## config.mk

```make
export PLATFORM = sky130hd
export DESIGN_NAME = serial_frame_rx
export DESIGN_NICKNAME = d
export VERILOG_FILES = /design/src/rtl/serial_frame_rx.sv
export SDC_FILE = /design/constraint.sdc
export NUM_CORES = 1
export LEC_CHECK = 0
export ABC_CLOCK_PERIOD_IN_PS = 1400
export CAP_MARGIN = 30
export CORE_UTILIZATION = 45
export DETAILED_ROUTE_END_ITERATION = 10
export GPL_ROUTABILITY_DRIVEN = 1
export HOLD_SLACK_MARGIN = 0.12
export PLACE_DENSITY = 0.79
export SLEW_MARGIN = 20
export SYNTH_ARGS = -nofsm -noshare
export SYNTH_HDL_FRONTEND = slang
export SYNTH_SLANG_ARGS = --single-unit
export TNS_END_PERCENT = 30
```

## constraint.sdc

```tcl
create_clock -name clk -period 1.4 [get_ports clk]
set_input_delay 0.28 -clock clk [delete_from_list [all_inputs] [get_ports clk]]
set_output_delay 0.28 -clock clk [all_outputs]
set_load 0.02 [all_outputs]
```

## src/rtl/serial_frame_rx.sv

```systemverilog
// Framed serial receiver: start-bit detect, 1..8 data bits MSB-first, stop-bit check,
// assembled word held in a valid/ready output register with framing/overrun pulses.
module serial_frame_rx #(
  parameter int W = 8
) (
  input  logic         clk,
  input  logic         rst,
  input  logic         en,
  input  logic         si,
  input  logic [3:0]   len,
  output logic [W-1:0] out_data,
  output logic         out_valid,
  input  logic         out_ready,
  output logic         busy,
  output logic         frame_err,
  output logic         overrun
);

  typedef enum logic [1:0] {
    IDLE  = 2'd0,
    SHIFT = 2'd1,
    STOP  = 2'd2
  } state_t;

  state_t       state, state_next;
  logic [3:0]   cnt;
  logic [W-1:0] shreg;
  logic [3:0]   eff_len;
  logic         start_det;
  logic         good_stop;
  logic         load_word;

  assign eff_len = (len == 4'd0 || len > 4'd8) ? 4'd8 : len;

  // NOTE: every always_comb output gets a default first so no path leaves it unassigned (no latch).
  always_comb begin
    state_next = state;
    start_det  = 1'b0;
    good_stop  = 1'b0;
    load_word  = 1'b0;
    unique case (state)
      IDLE: begin
        start_det = en && !si;
        if (start_det) state_next = SHIFT;
      end
      SHIFT: begin
        if (cnt == 4'd1) state_next = STOP;
      end
      STOP: begin
        good_stop  = si;
        // A consumer taking the held word on this edge frees the slot for the new one.
        load_word  = si && (!out_valid || out_ready);
        state_next = IDLE;
      end
      default: state_next = IDLE;
    endcase
  end

  // NOTE: sequential state uses non-blocking assignments so all registers update from pre-edge values.
  always_ff @(posedge clk or posedge rst) begin
    if (rst) state <= IDLE;
    else     state <= state_next;
  end

  always_ff @(posedge clk or posedge rst) begin
    if (rst) begin
      cnt   <= '0;
      shreg <= '0;
    end else if (start_det) begin
      cnt   <= eff_len;
      shreg <= '0;
    end else if (state == SHIFT) begin
      cnt   <= cnt - 4'd1;
      shreg <= {shreg[W-2:0], si};
    end
  end

  // shreg starts cleared, so after eff_len shifts its upper bits are already zero.
  always_ff @(posedge clk or posedge rst) begin
    if (rst) begin
      out_data  <= '0;
      out_valid <= 1'b0;
      frame_err <= 1'b0;
      overrun   <= 1'b0;
    end else begin
      frame_err <= (state == STOP) && !si;
      overrun   <= good_stop && !load_word;
      if (load_word) begin
        out_data  <= shreg;
        out_valid <= 1'b1;
      end else if (out_valid && out_ready) begin
        out_valid <= 1'b0;
      end
    end
  end

  assign busy = (state != IDLE);

endmodule

```

Yosys cells after proc, flatten, opt, wreduce, memory -nomap -nowiden. Index checks and enable logic that the tools add are counted. W data, S select, Z words.

Add/subtract/negate cells: 1. Order comparisons: 1. Equality and inequality tests: 5. Mux-type cells: 13. Reduce and logical (&&, ||, !) cells: 16.

Operators with widths (count): $mux W8 (2); $mux W4 (3); $reduce_bool A2 Y1 (3); $logic_and A1 B1 Y1 (5); $mux W1 (5); $eq A4 B1 Y1 const B (1); $gt A4 B4 Y1 const B (1); $logic_not A4 Y1 (1); $mux W2 (2); $ne A2 B2 Y1 const B (2); $pmux W2 S2 (1); $sub A4 B1 Y4 const B (1); $logic_not A1 Y1 (3); $eq A2 B1 Y1 const B (1); $eq A2 B2 Y1 const B (1); $logic_not A2 Y1 (1); $logic_or A1 B1 Y1 (2); $reduce_and A2 Y1 (1).

Register bits after elaboration: 25. Input bits: 9. Word-level logic and storage cells: 43.

Longest topological paths before layout. Gate-level depths: netlist of run 1.

Word-level depth: 6. Depth in mapped cells: 4. Mapped depth without buffers: 4.

Worst setup path before layout of run 1. No wires, ideal clock.

Kind: reg2reg. Start point: register state[0]. End point: register cnt[2]. Library setup time: 123 ps. Arrival: 1249 ps. Data required time: 1277 ps. Slack: 28 ps. Cell stages (with the launch flop): 3. Path buffers: 0. Cells stage by stage: dfrtp_1 -> or4b_4 -> o221a_2.

Word-level cells in the longest chain between the ends: 3.

Ends and longest elaborated chain: start: declaration (line 25) `state_t state, state_next;`; start signal: assignment (line 62) `else state <= state_next;`; $logic_not A2 Y1 (line 41) `unique case (state)`; $mux W1 (line 41); $mux W4 or $reduce_bool A2 Y1 (tied branches); end signal: assignment (line 70) `cnt <= eff_len;`; end signal: assignment (line 73) `cnt <= cnt - 4'd1;`; end: declaration (line 26) `logic [3:0] cnt;`.

Parallel ways exist; a longest one is shown, timed or not. A chain may end at the register's enable or synchronous reset.

Final worst setup path of run 1.
Start point: register state[0]. End point: register out_data[4].

Word-level cells in the longest chain between the ends: 2.

Ends and longest elaborated chain: $eq A2 B2 Y1 (line 41); $mux W1 (line 41); end signal: assignment (line 89) `out_data <= shreg;`; end: declaration (line 11) `output logic [W-1:0] out_data,`.

Every way passes these cells.

==> impl_metrics.py, run 1 <==
metrics = {
    "sta": {
        "slew_viol_final": 0,
        "layout_min_cycle_time_ns": 1.48,
        "grt_setup_unrepaired": "yes",
        "fmax_mhz": 675,
        "min_period_over_period": 1.06,
        "setup_viol": 12,
        "whs_ns": 0.292,
        "max_slew.worst_pin.slew_ns": 0.385,
        "hold_viol": 0,
        "fin_ws_ns": -0.0808,
        "fin_skew_ns": 0.00396,
        "maxSlewHeadroom": 0.740,
    },
    "synth": {
        "synth_edf_count": 0,
        "synth_nets": 107,
        "synth_top_family_by_area": "simple AND/OR/NAND/NOR gates",
        "synth-compound-area-share": 0.0371,
        "netlist_area_sq_mm": 0.00108,
        "synthMuxAreaShare": 0.0939,
        "synth_top_area_share": 0.579,
        "yosysWarningCount": 0,
        "synth_xor_area_frac": 0.00811,
        "synth_top_area_cell": "dfrtp_1",
        "synth-seq-area-share": 0.579,
        "synth-simple-area-share": 0.226,
        "syn_avg_cell_area_sq_um": 11.2,
        "synth_area_leaders": "dfrtp_1, mux2_2, nand2_1",
        "synth_adder_area_share": 0.0232,
        "synth_cell_types": 26,
        "synthCells": 96,
        "ys_seq_elements": 25,
        "ys.flop_type": "dfrtp_1",
        "async_flop_share": 1.00,
    },
    "setup_path": {
        "crit_top_cell": "buf_6",
        "cp-end-kind": "flop",
        "crit_family": "flip-flops",
        "cp_slowest_cell": "dfrtp_1",
        "critical_path_required_ns": 1.61,
        "path_cells": "buf_6 > nand3b_1 > nor2b_1 > buf_6 > mux2_4",
        "worst-path-buf-inv": 2,
        "worst_ep_arrival_time_ns": 1.69,
        "worstSetupPathType": "reg -> reg",
        "critical_path.max_fanout": 8,
        "slowest_delay_ns": 0.43,
        "crit_path_start_kind": "flop",
    },
    "drt": {
        "avgViaCountPerCell": 5.06,
        "drt_iter0_drc": 13,
        "wl_per_cell_um": 13.6,
        "vias": 790,
        "drc": 0,
        "dr.pass1.iters": 4,
        "finalWirelength_um": 2120,
        "ant_nets": 0,
    },
    "floorplan": {
        "io_pins": 21,
        "die_height_um": 51.0,
        "die_x_um": 51.0,
        "core_sq_mm": 0.00223,
        "dieArea_sq_mm": 0.00260,
        "floorplan.rows": 17,
        "initial_core_util": 0.483,
    },
    "finish": {
        "area_growth_pct": 34.6,
        "fillCellCount": 189,
        "nNetsFinal": 140,
        "mostFrequentLayoutCell": "dfrtp_1",
        "num_antenna_cells": 0,
        "drive_gt1_frac": 0.250,
        "layout_common_cells": "dfrtp_1, nand2_1, dlygate4sd2_1",
    },
    "grt": {
        "grtUsageTotal": 0.178,
        "antenna_found_initial": 0,
        "grt_pass1_vias": 772,
        "grt_first_pass_wirelength_um": 3440,
        "grt_max_degree": 26,
        "grt_remaining_overflow": 0,
    },
    "cts": {
        "cts_tree": "built",
        "clkTransAtPathRegs_ns": 0.14,
        "ctsLongestPathBuffers": 2,
        "h-tree-depth": 1,
        "cts.sinks": 25,
        "clock_latency_ns": 0.31,
        "cts-root-buf": "clkbuf_4",
        "cts_buffers": 3,
    },
    "pwr": {
        "max-vdd-ir-drop_v": 0.00111,
        "totalPowerFinal_mw": 2.71,
        "power_density_mw_per_mm2": 1860,
        "p_leak_nw": 0.737,
    },
    "placed_design": {
        "place.gp.congestion": 0.807,
        "port_buffers": 20,
        "dp_hpwl_um": 1520,
    },
    "outcome": {
        "outcome": "complete, but fails checks",
        "violations": "setup timing",
    },
    "flow_run": {
        "drv_cap": 0,
    },
    "min_path": {
        "hp-class": "in -> async",
    },
}
path summary, 6_finish.rpt:
check                          from           to  slack (ns)  cells past startpoint
max                        state[0]  out_data[4]       -0.08                      5
min                             rst    out_valid        0.29                      3
max reg2reg                state[0]  out_data[4]       -0.08                      5
min reg2reg                shreg[5]     shreg[6]        0.52                      2
max in group asynchronous       rst       cnt[0]        0.88                      3
min in group clk           shreg[5]     shreg[6]        0.52                      2
registers in the layout, summed over array words and instances, names as in the netlist:
| signal | count |
|---|---|
| cnt | 4 |
| frame_err | 1 |
| out_data | 8 |
| out_valid | 1 |
| overrun | 1 |
| shreg | 8 |
| state | 2 |
through the flow:
step                setup WS [ns]   util  setup TNS, ns  std cells  area (sq um)
global placement           -0.317  0.618          -6.12        152          1380
detailed placement         -0.344  0.618          -6.71        152          1380
global route               -0.146  0.651          -1.85        156          1450
floorplan                  0.0280      -              0         96          1080
finish                    -0.0808  0.651         -0.758        156          1450
CTS                       -0.0995  0.629         -0.786        156          1410
cell families (layout without fill, tap and decap cells):
| kind of cell | Yosys count | in the layout |
|---|---|---|
| adder cells (fa/ha/maj) | 2 | 2 |
| AND/OR/NAND/NOR | 46 | 46 |
| XOR/XNOR | 1 | 1 |
| multiplexers | 9 | 9 |
| AO/OA/AOI/OAI | 6 | 6 |
| buffers and inverters | 7 | 39 |
| flip-flops | 25 | 25 |
final cells by class:
type,instances,area (sq um),share of cell area
well taps,28,35.0,0.0241
inverters,3,11.3,0.00775
clock inverters,1,7.51,0.00516
multi-input cells,64,469,0.323
flip-flops and latches,25,626,0.430
clock buffers,3,22.5,0.0155
repair buffers,32,283,0.194
per-layer routing:
layer | wire length [um] | up-vias | GRT usage
met3 | 74 | 6 | 0.0327
met1 | 939 | 376 | 0.232
li1 | - | 392 | -
met2 | 1060 | 16 | 0.285
met4 | 44 | 0 | 0.0880
met5 | 0 | - | 0
cells in the mapped netlist (3+ instances only):
cell type / instances
mux2_2: 8
dfrtp_1: 25
nand3b_1: 3
nand2_1: 17
nand3_1: 10
o21ai_0: 3
inv_1: 3
nor2b_1: 3
power by group:
part	internal, mW	switching, mW	total (mW)
registers	0.981	0.196	1.18
clock network	0.109	0.211	0.320
logic	0.598	0.614	1.21
total	1.69	1.02	2.71
worst register-to-register path, cell delays in order, from the launching register on:
cell      delay (ns)
dfrtp_1         0.43
buf_6           0.13
nand3b_1        0.17
nor2b_1         0.15
buf_6           0.18
mux2_4          0.32
repair_timing:
| item | 4_1_cts | 5_1_grt |
|---|---|---|
| endpoints found under the setup margin | 31 | 21 |
| pin swaps | 1 | 3 |
| setup buffers | 0 | 0 |
| hold buffers | 0 | 0 |
| hold endpoints to repair | 0 | 0 |
| gates resized for setup | 18 | 12 |
Note: power is estimated with default switching activity, not from simulation.
==> run 2: changes to the inputs <==
- GPL_TIMING_DRIVEN: unset -> 0
- HOLD_SLACK_MARGIN: 0.12 -> 0.06
- SETUP_SLACK_MARGIN: unset -> 0.02
==> run 2 against run 1 <==
The run still ends with setup timing left. Flip-flop and latch count unchanged. Non-clock buffer count fell by 4. Count of clock-buffer cells in the layout did not move. Worst setup slack worse by 0.068 ns. Critical path depth is the same. Largest cell class unchanged. Highest routed layer unchanged.
==> impl_metrics.py, run 2 (synthesis gave the netlist of run 1 again) <==
metrics = {
    "drt": {
        "drc": 0,
        "finalWirelength_um": 2290,
        "m1WireLength_um": 1020,
        "avgViaCountPerCell": 5.38,
        "wl_per_cell_um": 15.1,
        "top_layer_used": "met4",
        "vias": 817,
        "dr.pass1.iters": 4,
        "drt_iter0_drc": 19,
        "ant_nets": 0,
        "wl_met3_um": 58,
        "wl_met2_um": 1190,
    },
    "finish": {
        "num_antenna_cells": 0,
        "final_core_util": 0.655,
        "area_growth_pct": 35.6,
        "mostFrequentLayoutCell": "dfrtp_1",
        "top_regs": "out_data (8), shreg (8), cnt (4)",
        "layout_common_cells": "dfrtp_1, nand2_1, mux2_4, clkdlybuf4s50_1, dlygate4sd2_1",
        "nNetsFinal": 136,
        "register_area_sq_um": 626,
        "fillCellCount": 172,
        "drive_gt1_frac": 0.258,
        "multi_input_area_sq_um": 494,
    },
    "setup_path": {
        "cp-end-kind": "flop",
        "path_cells": "buf_6 > or4b_4 > buf_6 > nand3_2 > nand2_2",
        "worstSetupPathType": "reg -> reg",
        "cp_slowest_cell": "or4b_4",
        "worst-path-buf-inv": 2,
        "worst_ep_arrival_time_ns": 1.78,
        "slowest_delay_ns": 0.59,
        "crit_top_cell": "buf_6",
        "crit_family": "simple AND/OR/NAND/NOR gates",
        "crit_path_start_kind": "flop",
        "critical_path_required_ns": 1.63,
        "critical_path.max_fanout": 6,
    },
    "floorplan": {
        "dieArea_sq_mm": 0.00260,
        "core_sq_mm": 0.00223,
        "initial_core_util": 0.483,
        "io_pins": 21,
        "floorplan.rows": 17,
        "die_height_um": 51.0,
        "die_x_um": 51.0,
    },
    "placed_design": {
        "dp_hpwl_um": 1500,
        "port_buffers": 20,
        "place.gp.congestion": 0.797,
    },
    "grt": {
        "grt_pass1_vias": 739,
        "antenna_found_initial": 0,
        "grt_remaining_overflow": 0,
        "grt_max_degree": 26,
        "grtUsageTotal": 0.183,
        "grt_first_pass_wirelength_um": 3420,
    },
    "cts": {
        "clkTransAtPathRegs_ns": 0.15,
        "h-tree-depth": 1,
        "hold_buffers": 0,
        "clock_latency_ns": 0.33,
        "ctsLongestPathBuffers": 2,
        "cts.sinks": 25,
        "cts-root-buf": "clkbuf_4",
        "cts_tree": "built",
        "cts_buffers": 3,
    },
    "pwr": {
        "power_density_mw_per_mm2": 1880,
        "p_leak_nw": 0.712,
        "totalPowerFinal_mw": 2.76,
        "pwr-share-clk": 0.124,
        "power_switching_mw": 1.07,
        "max-vdd-ir-drop_v": 0.00114,
        "internal-power_mw": 1.69,
        "p_comb_frac": 0.445,
        "seqPwrFrac": 0.430,
        "switching_share": 0.388,
    },
    "sta": {
        "min_period_over_period": 1.11,
        "max_slew.worst_pin.slew_ns": 0.520,
        "grt_setup_unrepaired": "yes",
        "maxSlewHeadroom": 0.653,
        "fin_skew_ns": 0.0111,
        "layout_min_cycle_time_ns": 1.55,
        "slew_viol_final": 0,
        "fmax_mhz": 646,
        "fin_ws_ns": -0.148,
        "setup_viol": 21,
        "hold_viol": 0,
    },
    "min_path": {
        "hp-class": "in -> async",
    },
    "flow_run": {
        "drv_cap": 0,
    },
    "outcome": {
        "outcome": "complete, but fails checks",
        "violations": "setup timing",
    },
}
[run 2: changes by cell type in the layout (fill, tap and decap cells not counted), sizes merged]
| cell | delta |
|---|---|
| clkbuf | +2 |
| dlygate4sd2 | -4 |
| clkdlybuf4s15 | +4 |
| buf | -6 |
[run 2: area by class of cell]
type | count | area share
Buffer | 4 | 0.0222
Clock buffer | 3 | 0.0154
Clock inverter | 1 | 0.00513
Inverter | 3 | 0.00769
Multi-Input combinational cell | 64 | 0.338
Sequential cell | 25 | 0.427
Tap cell | 28 | 0.0239
Timing Repair Buffer | 24 | 0.161
[run 2: path summary, 6_finish.rpt]
check	slack [ns]	depth (start not counted)	to	from
worst max-delay path	-0.15	5	shreg[0]	state[1]
worst min-delay path	0.26	2	state[1]	rst
worst max register to register	-0.15	5	shreg[0]	state[1]
worst min register to register	0.53	1	out_data[3]	out_data[3]
max in group asynchronous	0.68	3	shreg[4]	rst
min in group clk	0.53	1	out_data[3]	out_data[3]
[run 2: power by group through the flow]
stage	clock network (mW)	logic, mW	registers (mW)
5_1_grt	0.381	1.35	1.21
3_5_place_dp	0	1.07	1.20
2_1_floorplan	0	0.591	1.25
6_report	0.343	1.23	1.19
4_1_cts	0.344	1.07	1.16
3_3_place_gp	0	1.04	1.17
[run 2: per-stage QoR]
stage	TNS (ns)	hold slack, ns	cells	setup slack, ns	cell area (sq um)
4_1_cts	-2.01	0.479	150	-0.149	1360
2_1_floorplan	0	0.307	96	0.0280	1080
5_1_grt	-3.12	0.318	152	-0.169	1460
6_report	-2.20	0.258	152	-0.148	1460
3_3_place_gp	-8.44	0.475	144	-0.388	1320
3_5_place_dp	-9.56	0.481	144	-0.446	1320
[run 2: per-layer routing]
metal  vias up  GRT usage
met5         -          0
met4         0     0.0787
met3         2     0.0268
met2        16      0.307
met1       414      0.234
li1        385          -
[run 2: what timing repair did]
item                                    4_1_cts  5_1_grt
endpoints found under the setup margin       31       26
pin swaps                                     0        9
cloned                                        0        1
resized for setup                            16       30
setup buffers                                 2        0
